==> config.mk <==
export PLATFORM = sky130hd
export DESIGN_NAME = radix4_partial_product_accumulator_flat
export DESIGN_NICKNAME = d
export VERILOG_FILES = /design/src/rtl/radix4_partial_product_accumulator_if.sv /design/src/rtl/radix4_partial_product_accumulator.sv /design/src/flat_wrapper.sv
export SDC_FILE = /design/constraint.sdc
export NUM_CORES = 1
export LEC_CHECK = 0
export CAP_MARGIN = 5
export CORE_ASPECT_RATIO = 0.5
export CORE_MARGIN = 2
export CORE_UTILIZATION = 50
export CTS_CLUSTER_DIAMETER = 60
export DETAILED_ROUTE_END_ITERATION = 10
export GPL_TIMING_DRIVEN = 0
export PLACE_DENSITY_LB_ADDON = 0.15
export SETUP_SLACK_MARGIN = 0.05
export SYNTH_ARGS = -nofsm -noshare
export SYNTH_HDL_FRONTEND = slang
export SYNTH_SLANG_ARGS = --single-unit
==> constraint.sdc <==
create_clock -name clk -period 8.4 [get_ports clk]
set_input_delay 0.84 -clock clk [delete_from_list [all_inputs] [get_ports clk]]
set_output_delay 0.84 -clock clk [all_outputs]
set_load 0.005 [all_outputs]
==> src/rtl/radix4_partial_product_accumulator_if.sv <==
// Digit-in / product-out bus between the radix-4 recoder, the accumulator and the product consumer.
// Optional RADIX4_ILLEGAL_DIGIT_CHECK_EN adds the sticky digit_err status line.
interface radix4_partial_product_accumulator_if #(
  parameter int unsigned X_WIDTH = 8,
  parameter int unsigned Y_WIDTH = 8
);
  logic                       start;
  logic [X_WIDTH-1:0]         x_in;
  logic                       digit_valid;
  logic [2:0]                 digit;
  logic                       digit_ready;
  logic                       busy;
  logic                       product_valid;
  logic [X_WIDTH+Y_WIDTH-1:0] product;
  logic                       product_ready;
`ifdef RADIX4_ILLEGAL_DIGIT_CHECK_EN
  logic                       digit_err;

  modport master (
    output start, x_in, digit_valid, digit, product_ready,
    input  digit_ready, busy, product_valid, product, digit_err
  );
  modport slave (
    input  start, x_in, digit_valid, digit, product_ready,
    output digit_ready, busy, product_valid, product, digit_err
  );
`else
  modport master (
    output start, x_in, digit_valid, digit, product_ready,
    input  digit_ready, busy, product_valid, product
  );
  modport slave (
    input  start, x_in, digit_valid, digit, product_ready,
    output digit_ready, busy, product_valid, product
  );
`endif
endinterface

==> src/rtl/radix4_partial_product_accumulator.sv <==
// Serial radix-4 Booth partial-product accumulator: takes one signed digit per beat (LSB first),
// adds x*d << 2*i into an accumulator and hands back the signed product x*y.
// Optional macro RADIX4_ILLEGAL_DIGIT_CHECK_EN: flags accepted illegal digit codes on digit_err.
module radix4_partial_product_accumulator #(
  parameter int unsigned X_WIDTH = 8,
  parameter int unsigned Y_WIDTH = 8
) (
  input  logic                                  clk,
  input  logic                                  rst,
  radix4_partial_product_accumulator_if.slave   bus_io
);

  localparam int unsigned N    = (Y_WIDTH + 2) / 2;
  localparam int unsigned PW   = X_WIDTH + Y_WIDTH;
  localparam int unsigned AccW = PW + 2;
  localparam int unsigned CntW = (N > 1) ? $clog2(N) : 1;
  localparam logic [CntW-1:0] LastCnt = CntW'(N - 1);

  typedef enum logic [1:0] {StIdle, StCollect, StHold} state_e;

  state_e             state_q, state_d;
  logic [X_WIDTH-1:0] x_q, x_d;
  logic [AccW-1:0]    acc_q, acc_d;
  logic [CntW-1:0]    cnt_q, cnt_d;

  logic [AccW-1:0]    x_ext;
  logic [AccW-1:0]    pp;
  logic [AccW-1:0]    pp_shift;
  logic               accept;

  // The top two accumulator bits only exist so the running sum cannot overflow mid-way.
  logic unused_acc_msbs;
  assign unused_acc_msbs = ^acc_q[AccW-1:PW];

  assign accept = (state_q == StCollect) && bus_io.digit_valid;

  // Partial product from shift/negate of the sign-extended multiplicand; illegal codes give 0.
  always_comb begin
    x_ext = {{(AccW - X_WIDTH){x_q[X_WIDTH-1]}}, x_q};
    pp    = '0;
    case (bus_io.digit)
      3'b001:  pp = x_ext;
      3'b010:  pp = x_ext << 1;
      3'b111:  pp = -x_ext;
      3'b110:  pp = -(x_ext << 1);
      default: pp = '0;
    endcase
    pp_shift = pp << {cnt_q, 1'b0};
  end

`ifdef RADIX4_ILLEGAL_DIGIT_CHECK_EN
  logic err_q, err_d;
  logic digit_illegal;

  assign digit_illegal = (bus_io.digit == 3'b011) || (bus_io.digit == 3'b100) ||
                         (bus_io.digit == 3'b101);
  assign bus_io.digit_err = err_q;
`endif

  // Next-state logic: launch, per-digit accumulate, and product hand-off.
  always_comb begin
    state_d = state_q;
    x_d     = x_q;
    acc_d   = acc_q;
    cnt_d   = cnt_q;
`ifdef RADIX4_ILLEGAL_DIGIT_CHECK_EN
    err_d   = err_q;
`endif
    unique case (state_q)
      StIdle: begin
        if (bus_io.start) begin
          x_d     = bus_io.x_in;
          acc_d   = '0;
          cnt_d   = '0;
`ifdef RADIX4_ILLEGAL_DIGIT_CHECK_EN
          err_d   = 1'b0;
`endif
          state_d = StCollect;
        end
      end
      StCollect: begin
        if (accept) begin
          acc_d = acc_q + pp_shift;
          cnt_d = cnt_q + CntW'(1);
`ifdef RADIX4_ILLEGAL_DIGIT_CHECK_EN
          if (digit_illegal) err_d = 1'b1;
`endif
          if (cnt_q == LastCnt) state_d = StHold;
        end
      end
      StHold: begin
        if (bus_io.product_ready) state_d = StIdle;
      end
      default: state_d = StIdle;
    endcase
  end

  // State and datapath registers; rst aborts any transaction in flight.
  always_ff @(posedge clk or posedge rst) begin
    if (rst) begin
      state_q <= StIdle;
      x_q     <= '0;
      acc_q   <= '0;
      cnt_q   <= '0;
`ifdef RADIX4_ILLEGAL_DIGIT_CHECK_EN
      err_q   <= 1'b0;
`endif
    end else begin
      state_q <= state_d;
      x_q     <= x_d;
      acc_q   <= acc_d;
      cnt_q   <= cnt_d;
`ifdef RADIX4_ILLEGAL_DIGIT_CHECK_EN
      err_q   <= err_d;
`endif
    end
  end

  assign bus_io.digit_ready   = (state_q == StCollect);
  assign bus_io.busy          = (state_q != StIdle);
  assign bus_io.product_valid = (state_q == StHold);
  assign bus_io.product       = acc_q[PW-1:0];

endmodule

==> src/flat_wrapper.sv <==
// flat-port wrapper written by rule: the top's interface ports become plain ports
module radix4_partial_product_accumulator_flat 
#(
  parameter int unsigned X_WIDTH = 8,
  parameter int unsigned Y_WIDTH = 8
)
  (clk, rst, bus_io_start, bus_io_x_in, bus_io_digit_valid, bus_io_digit, bus_io_product_ready, bus_io_digit_ready, bus_io_busy, bus_io_product_valid, bus_io_product);
  radix4_partial_product_accumulator_if #(.X_WIDTH(X_WIDTH), .Y_WIDTH(Y_WIDTH)) bus_io_i ();
  input  logic clk;
  input  logic rst;
  input wire logic [$bits(bus_io_i.start)-1:0] bus_io_start;
  input wire logic [$bits(bus_io_i.x_in)-1:0] bus_io_x_in;
  input wire logic [$bits(bus_io_i.digit_valid)-1:0] bus_io_digit_valid;
  input wire logic [$bits(bus_io_i.digit)-1:0] bus_io_digit;
  input wire logic [$bits(bus_io_i.product_ready)-1:0] bus_io_product_ready;
  output wire logic [$bits(bus_io_i.digit_ready)-1:0] bus_io_digit_ready;
  output wire logic [$bits(bus_io_i.busy)-1:0] bus_io_busy;
  output wire logic [$bits(bus_io_i.product_valid)-1:0] bus_io_product_valid;
  output wire logic [$bits(bus_io_i.product)-1:0] bus_io_product;
  assign bus_io_i.start = bus_io_start;
  assign bus_io_i.x_in = bus_io_x_in;
  assign bus_io_i.digit_valid = bus_io_digit_valid;
  assign bus_io_i.digit = bus_io_digit;
  assign bus_io_i.product_ready = bus_io_product_ready;
  assign bus_io_digit_ready = bus_io_i.digit_ready;
  assign bus_io_busy = bus_io_i.busy;
  assign bus_io_product_valid = bus_io_i.product_valid;
  assign bus_io_product = bus_io_i.product;
  radix4_partial_product_accumulator #(.X_WIDTH(X_WIDTH), .Y_WIDTH(Y_WIDTH)) u_core (.clk(clk), .rst(rst), .bus_io(bus_io_i));
endmodule
# Word level (Yosys, flattened, before mapping)
# Cells that the tools add are included.
[totals]
ff_bits = 31
latch_bits = 0
mem_bits_rw = 0
romBits = 0
in_bits = 16
out_inout_bits = 19
elab_cells = 39
mem_count = 0
[op_classes]
addsub = 4
n_mul = 0
div_mod_pow = 0
magnitude_cmp = 0
n_eq_ne = 11
n_shift = 1
mux = 12
bitwise_logic = 0
n_reduce_logical = 7
[ops]
columns = ["operator", "count"]
rows = [
  ["18-bit one-hot mux with 4 select lines", 1],
  ["18-bit 2-to-1 mux", 2],
  ["18-bit negation", 2],
  ["18-bit one-hot mux with 2 select lines", 1],
  ["18-bit adder", 1],
  ["18-bit by 4-bit << shifter with 18-bit output", 1],
  ["3-bit equality test, second input constant", 3],
  ["2-bit 2-to-1 mux", 4],
  ["3-bit 2-to-1 mux", 2],
  ["2-bit one-hot mux with 3 select lines", 1],
  ["3-bit one-hot mux with 2 select lines", 1],
  ["2-bit by 1-bit != test with 1-bit output, second input constant", 2],
  ["2-bit != test, second input constant", 2],
  ["4-bit AND reduction", 1],
  ["2-bit nonzero test", 2],
  ["3-bit by 1-bit adder with 3-bit output, second input constant", 1],
  ["3-bit by 1-bit equality test with 1-bit output, second input constant", 1],
  ["3-bit by 2-bit equality test with 1-bit output, second input constant", 1],
  ["3-bit AND reduction", 1],
  ["2-bit by 1-bit equality test with 1-bit output, second input constant", 1],
  ["2-bit equality test, second input constant", 1],
  ["2-bit logical NOT", 1],
  ["2-bit AND reduction", 1],
  ["1-bit logical AND", 1],
]

# Longest topological paths before layout
# Gate-level depths: netlist (run 1).
[logic_depth]
word_depth = 6
depth_mapped = 19
depth_no_buf = 19

# Worst setup path before layout (run 1)
# Ideal clock, no wire load.
[synth_path]
path_kind = "input to register"
from = "in bus_io_digit[2]"
to = "reg u_core.acc_q[15]"
setup_time_ps = 74
arrival_time_ps = 4100
required_time_ps = 8326
path_slack_ps = 4226
stages = 18
path_buffers = 2
path_cell_list = "buf_4 > clkbuf_1 > nand2_1 > xnor2_1 > nand2_1 > mux4_2 > nor2_1 > a21oi_1 > nor2_1 > ha_1 > and3_1 > a221o_1 > a221oi_1 > and3_1 > o31ai_1 > xnor2_1 > or3_1 > o21ai_2"
[synth_between]
elab_chain_len = 6
elab_cells_between_ends = 9
classes_between = "add/sub: 1; eq/ne: 4; shift: 1; mux: 3"
[synth_rtl]
columns = ["item", "line_no", "rtl"]
rows = [
  ["start: declaration", "flat_wrapper.sv:14", "input wire logic [$bits(bus_io_i.digit)-1:0] bus_io_digit;"],
  ["3-bit equality test, or another cell as far along", "radix4_partial_product_accumulator.sv:41", "case (bus_io.digit)"],
  ["18-bit one-hot mux with 4 select lines (*)", "radix4_partial_product_accumulator.sv:41", ""],
  ["18-bit by 4-bit << shifter with 18-bit output (*)", "radix4_partial_product_accumulator.sv:48", "pp_shift = pp << {cnt_q, 1'b0};"],
  ["18-bit adder (*)", "radix4_partial_product_accumulator.sv:83", "acc_d = acc_q + pp_shift;"],
  ["18-bit 2-to-1 mux (*)", "radix4_partial_product_accumulator.sv:82", "if (accept) begin"],
  ["18-bit one-hot mux with 2 select lines (*)", "radix4_partial_product_accumulator.sv:69", "unique case (state_q)"],
  ["end signal: assignment", "radix4_partial_product_accumulator.sv:103", "acc_q <= '0;"],
  ["end signal: assignment", "radix4_partial_product_accumulator.sv:111", "acc_q <= acc_d;"],
  ["end: declaration", "radix4_partial_product_accumulator.sv:23", "logic [AccW-1:0] acc_q, acc_d;"],
]
# Every way passes the cells marked *; elsewhere a longest branch is shown, timed or not. The select of a mux whose other input is x is not followed.
# A chain may end at the register's enable or synchronous reset.

# Worst setup path after layout (run 1)
[layout_path]
from = "in bus_io_digit[0]"
to = "reg u_core.acc_q[15]"
# The elaborated chain is that of the path after synthesis.

==> results of run 1 <==
[cells in the final DEF, fill, tap and decap left out, types with 5 or more instances in the layout]
| master | count |
|---|---|
| a21o_1 | 7 |
| a21oi_1 | 16 |
| a31oi_1 | 5 |
| and3_1 | 5 |
| buf_2 | 5 |
| clkbuf_1 | 11 |
| clkbuf_8 | 7 |
| clkdlybuf4s50_1 | 32 |
| dfrtp_1 | 29 |
| ha_1 | 21 |
| inv_1 | 16 |
| mux2_2 | 8 |
| nand2_1 | 44 |
| nand2b_1 | 6 |
| nand3_1 | 6 |
| nand4_1 | 5 |
| nor2_1 | 26 |
| nor2b_1 | 5 |
| nor3_1 | 10 |
| o21ai_0 | 32 |
| o22ai_1 | 5 |
| or3_1 | 6 |
| xnor2_1 | 7 |
| xor2_1 | 9 |
[Yosys cell counts (7+ instances only)]
| cell type | count | area, um2 |
|---|---|---|
| a21oi_1 | 16 | 80.1 |
| nand2_1 | 44 | 165 |
| nor3_1 | 10 | 50.1 |
| xnor2_1 | 7 | 61.3 |
| a21o_1 | 7 | 52.6 |
| inv_1 | 16 | 60.1 |
| clkbuf_1 | 11 | 41.3 |
| xor2_1 | 9 | 78.8 |
| mux2_2 | 8 | 90.1 |
| ha_1 | 21 | 263 |
| o21ai_0 | 32 | 160 |
| dfrtp_1 | 29 | 726 |
| nor2_1 | 26 | 97.6 |
[how the worst min path moves through the flow]
stage / end / slack [ps]
2_1_floorplan: u_core.state_q[0]$_DFFE_PP0P_ / 450
3_3_place_gp: u_core.state_q[0]$_DFFE_PP0P_ / 480
3_5_place_dp: u_core.state_q[0]$_DFFE_PP0P_ / 480
4_1_cts: u_core.state_q[0]$_DFFE_PP0P_ / 500
5_1_grt: u_core.state_q[0]$_DFFE_PP0P_ / 540
6_report: u_core.state_q[0]$_DFFE_PP0P_ / 500
[where the power goes]
part | internal (W) | switching (W)
Clock | 0.0000740 | 0.0000598
Combinational | 0.000421 | 0.000525
Sequential | 0.000207 | 0.0000571
Total | 0.000703 | 0.000642
[kinds of logic (layout without fill, tap and decap cells)]
group,count (synthesis),count (layout)
mux,12,12
flops,29,29
buf+inv,39,80
compound gates,99,99
fa+ha+maj,22,22
simple gates,129,129
xor+xnor,16,16
[cell type report]
class,instances,share of cell area
well taps,73,0.0277
repair buffers,33,0.105
clock buffers,7,0.0292
clock inverters,1,0.00152
plain buffers,21,0.0303
flip-flops and latches,29,0.220
multi-input cells,278,0.566
inverters,18,0.0205
[worst register-to-register path: stages, from the launching register on]
cell      delay, ps
dfrtp_1         430
inv_1           100
ha_1            200
or3b_1          470
o21ai_1         160
a22oi_1         110
mux4_2          510
nor2_1          110
a21oi_1          70
nor2_1          140
ha_1            280
and3_1          180
a221o_1         360
a221oi_1        370
and3_1          250
o31ai_1         110
xnor2_1         140
or3_1           330
o21ai_2          60
[per-stage QoR]
stage | setup WS (ps) | hold WS, ps | std cells | utilization
after floorplan | 4230 | 446 | 346 | -
after global placement | 3450 | 479 | 451 | 0.588
after detailed placement | 3450 | 477 | 451 | 0.588
after CTS | 3730 | 503 | 459 | 0.607
after global routing | 3400 | 542 | 460 | 0.612
final | 3650 | 501 | 460 | 0.612
[state kept, by name, summed over array words and instances, names as in the netlist]
register	cells
u_core.acc_q	16
u_core.state_q	2
u_core.cnt_q	3
u_core.x_q	8
[metal layers]
layer  GRT usage  wire [um]  vias up
li1            -          -     1336
met4      0.0549         64        0
met1       0.373       3650     1324
met3      0.0546        451        9
met2       0.391       3220       90
met5           0          0        -
==> out/qor.yml, run 1 <==
yosys:
  synthFlopType: "dfrtp_1"
  synthAdderAreaFrac: 0.102
  yosys_warnings: 0
  yosys.area_share.xor_xnor: 0.0508
  async_flop_share: 1.00
  mappedNetlistArea_mm2: 0.00276
  synth_top_family_by_area: "compound AO/OA/AOI/OAI gates"
  synth-seq-area-share: 0.263
  synth_edf_count: 0
  ys_ff_latch: 29
  synth.distinct_cells: 64
  syn-num-nets: 384
  synth_compound_area_frac: 0.237
  yosys.area_share.simple: 0.234
  synth_area_per_cell_um2: 7.98
  syn_inst: 346
  muxShareOfSynthArea: 0.0517
floorplanning:
  die_h_um: 56.5
  start_util: 0.511
  num_rows: 19
  core_mm2: 0.00540
  ioPinCount: 35
  die_x_um: 109
  dieArea_mm2: 0.00617
critical_path:
  r2r_start: "u_core.x_q[0]$_DFFE_PP0P_"
  cp_slowest_cell: "clkdlybuf4s50_1"
  criticalPathCategory: "in -> reg"
  crit_chain: "clkdlybuf4s50_1, buf_2, buf_1, a41o_1, nor3_1, a21oi_1, mux2i_1, o21ai_0, ha_1, a21o_1, and3_1, a221oi_1, and3_1, o31ai_1, xnor2_1, or3_1, o21ai_2"
  r2r_slack_ps: 3970
  r2r-end: "u_core.acc_q[15]$_DFFE_PP0P_"
  startpoint_type: "input pin"
  slowest_delay_ps: 510
  worstRegToRegCells: 18
  cp_top_family: "compound AO/OA/AOI/OAI gates"
  path_max_fanout: 10
  crit_path_end_kind: "register"
  arrival_ps: 4970
  cp.depth: 17
  endpoint: "u_core.acc_q[15]$_DFFE_PP0P_"
  timing.critical_path.mode_cell: "and3_1"
  setup.worst_path.start: "bus_io_digit[0]"
  cp.required_ps: 8620
  cp_num_buf_inv: 3
timing:
  finalHoldViolCount: 0
  rsz0062_at_grt: "no"
  clock_skew_ps: 6.49
  slew_headroom: 0.528
  period_share: 0.565
  period_minus_slack_ps: 4750
  setup_violations: 0
  max_freq_mhz: 211
  drv_slew: 0
  worst_pin_slew_ps: 705
  tns_ps: 0
run:
  drv_cap: 0
layout:
  syn_to_final_growth_pct: 19.6
  multiInputGateArea_mm2: 0.00187
  antennaDiodeCount: 0
  layout.nets: 424
  regArea_um2: 726
  drive_above_1_share: 0.0956
  nFillCells: 514
  finish.instance_area_mm2: 0.00330
cts:
  tritoncts: "built"
  cts_buffer_depth: 2
  cts.sink_count: 29
  root_buffer: "clkbuf_8"
  cts_resized: 0
  path_clk_slew_ps: 70
  cts_setup_buffers: 0
  cts_buffers: 5
  hold_buffers: 0
  clk_latency_ps: 290
  cts_htree_levels: 2
status:
  status: "complete, no violations"
grt:
  grt_pass1_wl_mm: 12.2
  antenna_found_initial: 0
  grt_overflow: 0
  grt_pass1_vias: 2479
  grt_max_degree: 30
  grt_util_all_layers: 0.256
drt:
  via_count: 2759
  drtAntennaViolNets: 0
  drtIter0Drc: 177
  drt_first_pass_iters: 5
  wirelength_mm: 7.38
  wl_per_cell_um: 16.0
  drc: 0
  via_per_inst: 6.00
worst_hold_path:
  hp-class: "reg -> reg"
  hold_start: "u_core.state_q[1]$_DFFE_PP0P_"
  worstHoldPathCells: 1
pwr:
  cellPowerDensity_mw_per_mm2: 407
  power_w: 0.00134
  peakVddDrop_mv: 0.287
  leakagePower_nw: 1.46
placement:
  io_buffers: 32
  dp_hpwl_mm: 5.51
  place_area_mm2: 0.00317
  gp_congestion: 0.912
Note: power is estimated with default switching activity, not from simulation.
==> inputs of run 2 (changes only) <==
==> constraint.sdc (replaced) <==
create_clock -name clk -period 3.8 [get_ports clk]
set_input_delay 0.38 -clock clk [delete_from_list [all_inputs] [get_ports clk]]
set_output_delay 0.38 -clock clk [all_outputs]
set_load 0.005 [all_outputs]
==> out/qor.yml, run 2 (synthesis results as in run 1) <==
timing:
  fin_hold_ws_ps: 431
  period_minus_slack_ps: 4150
  postLayoutSetupSlackWorst_ps: -349
  max_freq_mhz: 241
  setup_violations: 6
  period_share: 1.09
  rsz0062_at_grt: "yes"
  finalHoldViolCount: 0
  clock_skew_ps: 7.78
  tns_ps: -974
  slew_headroom: 0.514
  worst_pin_slew_ps: 727
  drv_slew: 0
cts:
  cts_buffer_depth: 2
  tritoncts: "built"
  cts_htree_levels: 2
  clk_latency_ps: 290
  root_buffer: "clkbuf_8"
  cts.sink_count: 29
  cts_buffers: 5
  path_clk_slew_ps: 80
floorplanning:
  dieArea_mm2: 0.00617
  start_util: 0.511
  die_x_um: 109
  die_h_um: 56.5
  num_rows: 19
  core_mm2: 0.00540
  ioPinCount: 35
pwr:
  p_comb_frac: 0.723
  cellPowerDensity_mw_per_mm2: 950
  peakVddDrop_mv: 0.717
  switchingPower_w: 0.00158
  seqPwrFrac: 0.174
  leakagePower_nw: 1.55
  swShare: 0.467
  internal-power_w: 0.00180
  p_clk_frac: 0.104
critical_path:
  startpoint_type: "register"
  crit_chain: "inv_2, ha_4, or3b_4, o21ai_2, a22oi_2, mux4_2, or3_1, o21ai_1, ha_1, a21o_1, and3_1, a221oi_2, and3_4, o31ai_2, xnor2_1, or3_1, o21ai_2"
  r2r-end: "u_core.acc_q[15]$_DFFE_PP0P_"
  cp_num_buf_inv: 1
  cp_top_family: "simple AND/OR/NAND/NOR gates"
  r2r_start: "u_core.x_q[0]$_DFFE_PP0P_"
  cp_slowest_cell: "mux4_2"
  criticalPathCategory: "reg -> reg"
  arrival_ps: 4370
  cp.depth: 17
  cp.required_ps: 4020
  endpoint: "u_core.acc_q[15]$_DFFE_PP0P_"
  crit_path_end_kind: "register"
  path_max_fanout: 3
  r2r_slack_ps: -350
  slowest_delay_ps: 520
  setup.worst_path.start: "u_core.x_q[0]$_DFFE_PP0P_"
  worstRegToRegCells: 17
grt:
  grt_util_all_layers: 0.265
  antenna_found_initial: 0
  grt_pass1_vias: 2643
  grt_overflow: 0
  grt_max_degree: 30
  grt_pass1_wl_mm: 12.8
drt:
  drtIter0Drc: 251
  drt_first_pass_iters: 5
  via_count: 2806
  drtAntennaViolNets: 0
  via_per_inst: 5.96
  drc: 0
  wirelength_mm: 7.92
  wl_per_cell_um: 16.8
layout:
  syn_to_final_growth_pct: 28.7
  antennaDiodeCount: 0
  layout_commonest_cell: "nand2_1"
  nFillCells: 452
  final_cell_mix: "nand2_1, clkdlybuf4s50_1, o21ai_0, dfrtp_1, nor2_1"
  multiInputGateArea_mm2: 0.00201
  top_register: "u_core.acc_q"
  layout.nets: 435
  finish.instance_area_mm2: 0.00355
  regArea_um2: 727
  reg.largest.list: "u_core.acc_q x16, u_core.x_q x8, u_core.cnt_q x3"
  drive_above_1_share: 0.193
  largest_register_ffs: 16
status:
  violations: "setup timing"
  status: "complete, but fails checks"
placement:
  place_area_mm2: 0.00318
  io_buffers: 32
  gp_congestion: 0.888
  dp_hpwl_mm: 5.49
worst_hold_path:
  hp-class: "in -> async"
run:
  drv_cap: 0
[run 2: changes by cell type in the layout (fill, tap and decap cells not counted), sizes merged]
cell	before	now
buf	11	22
bufinv	0	1
clkbuf	18	17
clkinv	2	1
clkinvlp	0	1
[run 2: timing repair]
item / in CTS / in global routing
endpoints found under the setup margin: 8 / 9
buffers inserted: 8 / 3
pin swaps: 9 / 9
hold buffers: 0 / 0
resized for setup: 23 / 14
[run 2: metal layers]
layer,GRT usage,vias up,part of all wire
li1,-,1357,-
met1,0.382,1346,0.47
met2,0.414,95,0.46
met3,0.0476,8,0.060
met4,0.0623,0,0.0077
met5,0,-,0
[run 2: cell type report]
class | instances | share of cell area
Buffer | 21 | 0.0292
Tap cell | 73 | 0.0257
Clock inverter | 2 | 0.0106
Inverter | 18 | 0.0190
Timing Repair Buffer | 44 | 0.121
Clock buffer | 6 | 0.0232
Multi-Input combinational cell | 278 | 0.567
Sequential cell | 29 | 0.205
[run 2: power groups by stage]
| stage | combinational, W | clock [W] | sequential (W) |
|---|---|---|---|
| 6_report | 0.00244 | 0.000350 | 0.000586 |
| 5_1_grt | 0.00268 | 0.000368 | 0.000607 |
| 4_1_cts | 0.00223 | 0.000349 | 0.000580 |
| 3_5_place_dp | 0.00205 | 0 | 0.000585 |
| 3_3_place_gp | 0.00200 | 0 | 0.000578 |
| 2_1_floorplan | 0.00150 | 0 | 0.000564 |
[run 2: how the worst min path moves through the flow]
stage | start | endpoint | slack [ps] | cells after the start
final | rst | u_core.acc_q[8]$_DFFE_PP0P_ | 430 | 2
after global routing | rst | u_core.acc_q[8]$_DFFE_PP0P_ | 480 | 2
after CTS | u_core.state_q[1]$_DFFE_PP0P_ | u_core.state_q[0]$_DFFE_PP0P_ | 490 | 1
after detailed placement | u_core.state_q[1]$_DFFE_PP0P_ | u_core.state_q[0]$_DFFE_PP0P_ | 480 | 1
after global placement | u_core.state_q[1]$_DFFE_PP0P_ | u_core.state_q[0]$_DFFE_PP0P_ | 470 | 1
after floorplan | u_core.state_q[1]$_DFFE_PP0P_ | u_core.state_q[0]$_DFFE_PP0P_ | 450 | 1
[run 2: through the flow]
step | utilization | std cells | worst slack (ps) | total power (W)
detailed placement | 0.589 | 451 | -599 | 0.00264
global route | 0.658 | 471 | -476 | 0.00366
CTS | 0.637 | 467 | -328 | 0.00316
global placement | 0.589 | 451 | -626 | 0.00258
floorplan | - | 346 | -37.8 | 0.00207
finish | 0.658 | 471 | -349 | 0.00338
==> inputs of run 3 (changes only) <==
--- a/config.mk
+++ b/config.mk
@@ -9,11 +9,13 @@
 export CORE_ASPECT_RATIO = 0.5
 export CORE_MARGIN = 2
 export CORE_UTILIZATION = 50
-export CTS_CLUSTER_DIAMETER = 60
+export CTS_BUF_LIST = sky130_fd_sc_hd__clkbuf_4 sky130_fd_sc_hd__clkbuf_8 sky130_fd_sc_hd__clkbuf_16
+export CTS_CLUSTER_DIAMETER = 80
 export DETAILED_ROUTE_END_ITERATION = 10
 export GPL_TIMING_DRIVEN = 0
 export PLACE_DENSITY_LB_ADDON = 0.15
 export SETUP_SLACK_MARGIN = 0.05
+export SLEW_MARGIN = 0
 export SYNTH_ARGS = -nofsm -noshare
 export SYNTH_HDL_FRONTEND = slang
 export SYNTH_SLANG_ARGS = --single-unit
==> results of run 3 <==
Same layout as run 2: the final DEF is identical, and so are final timing and power.
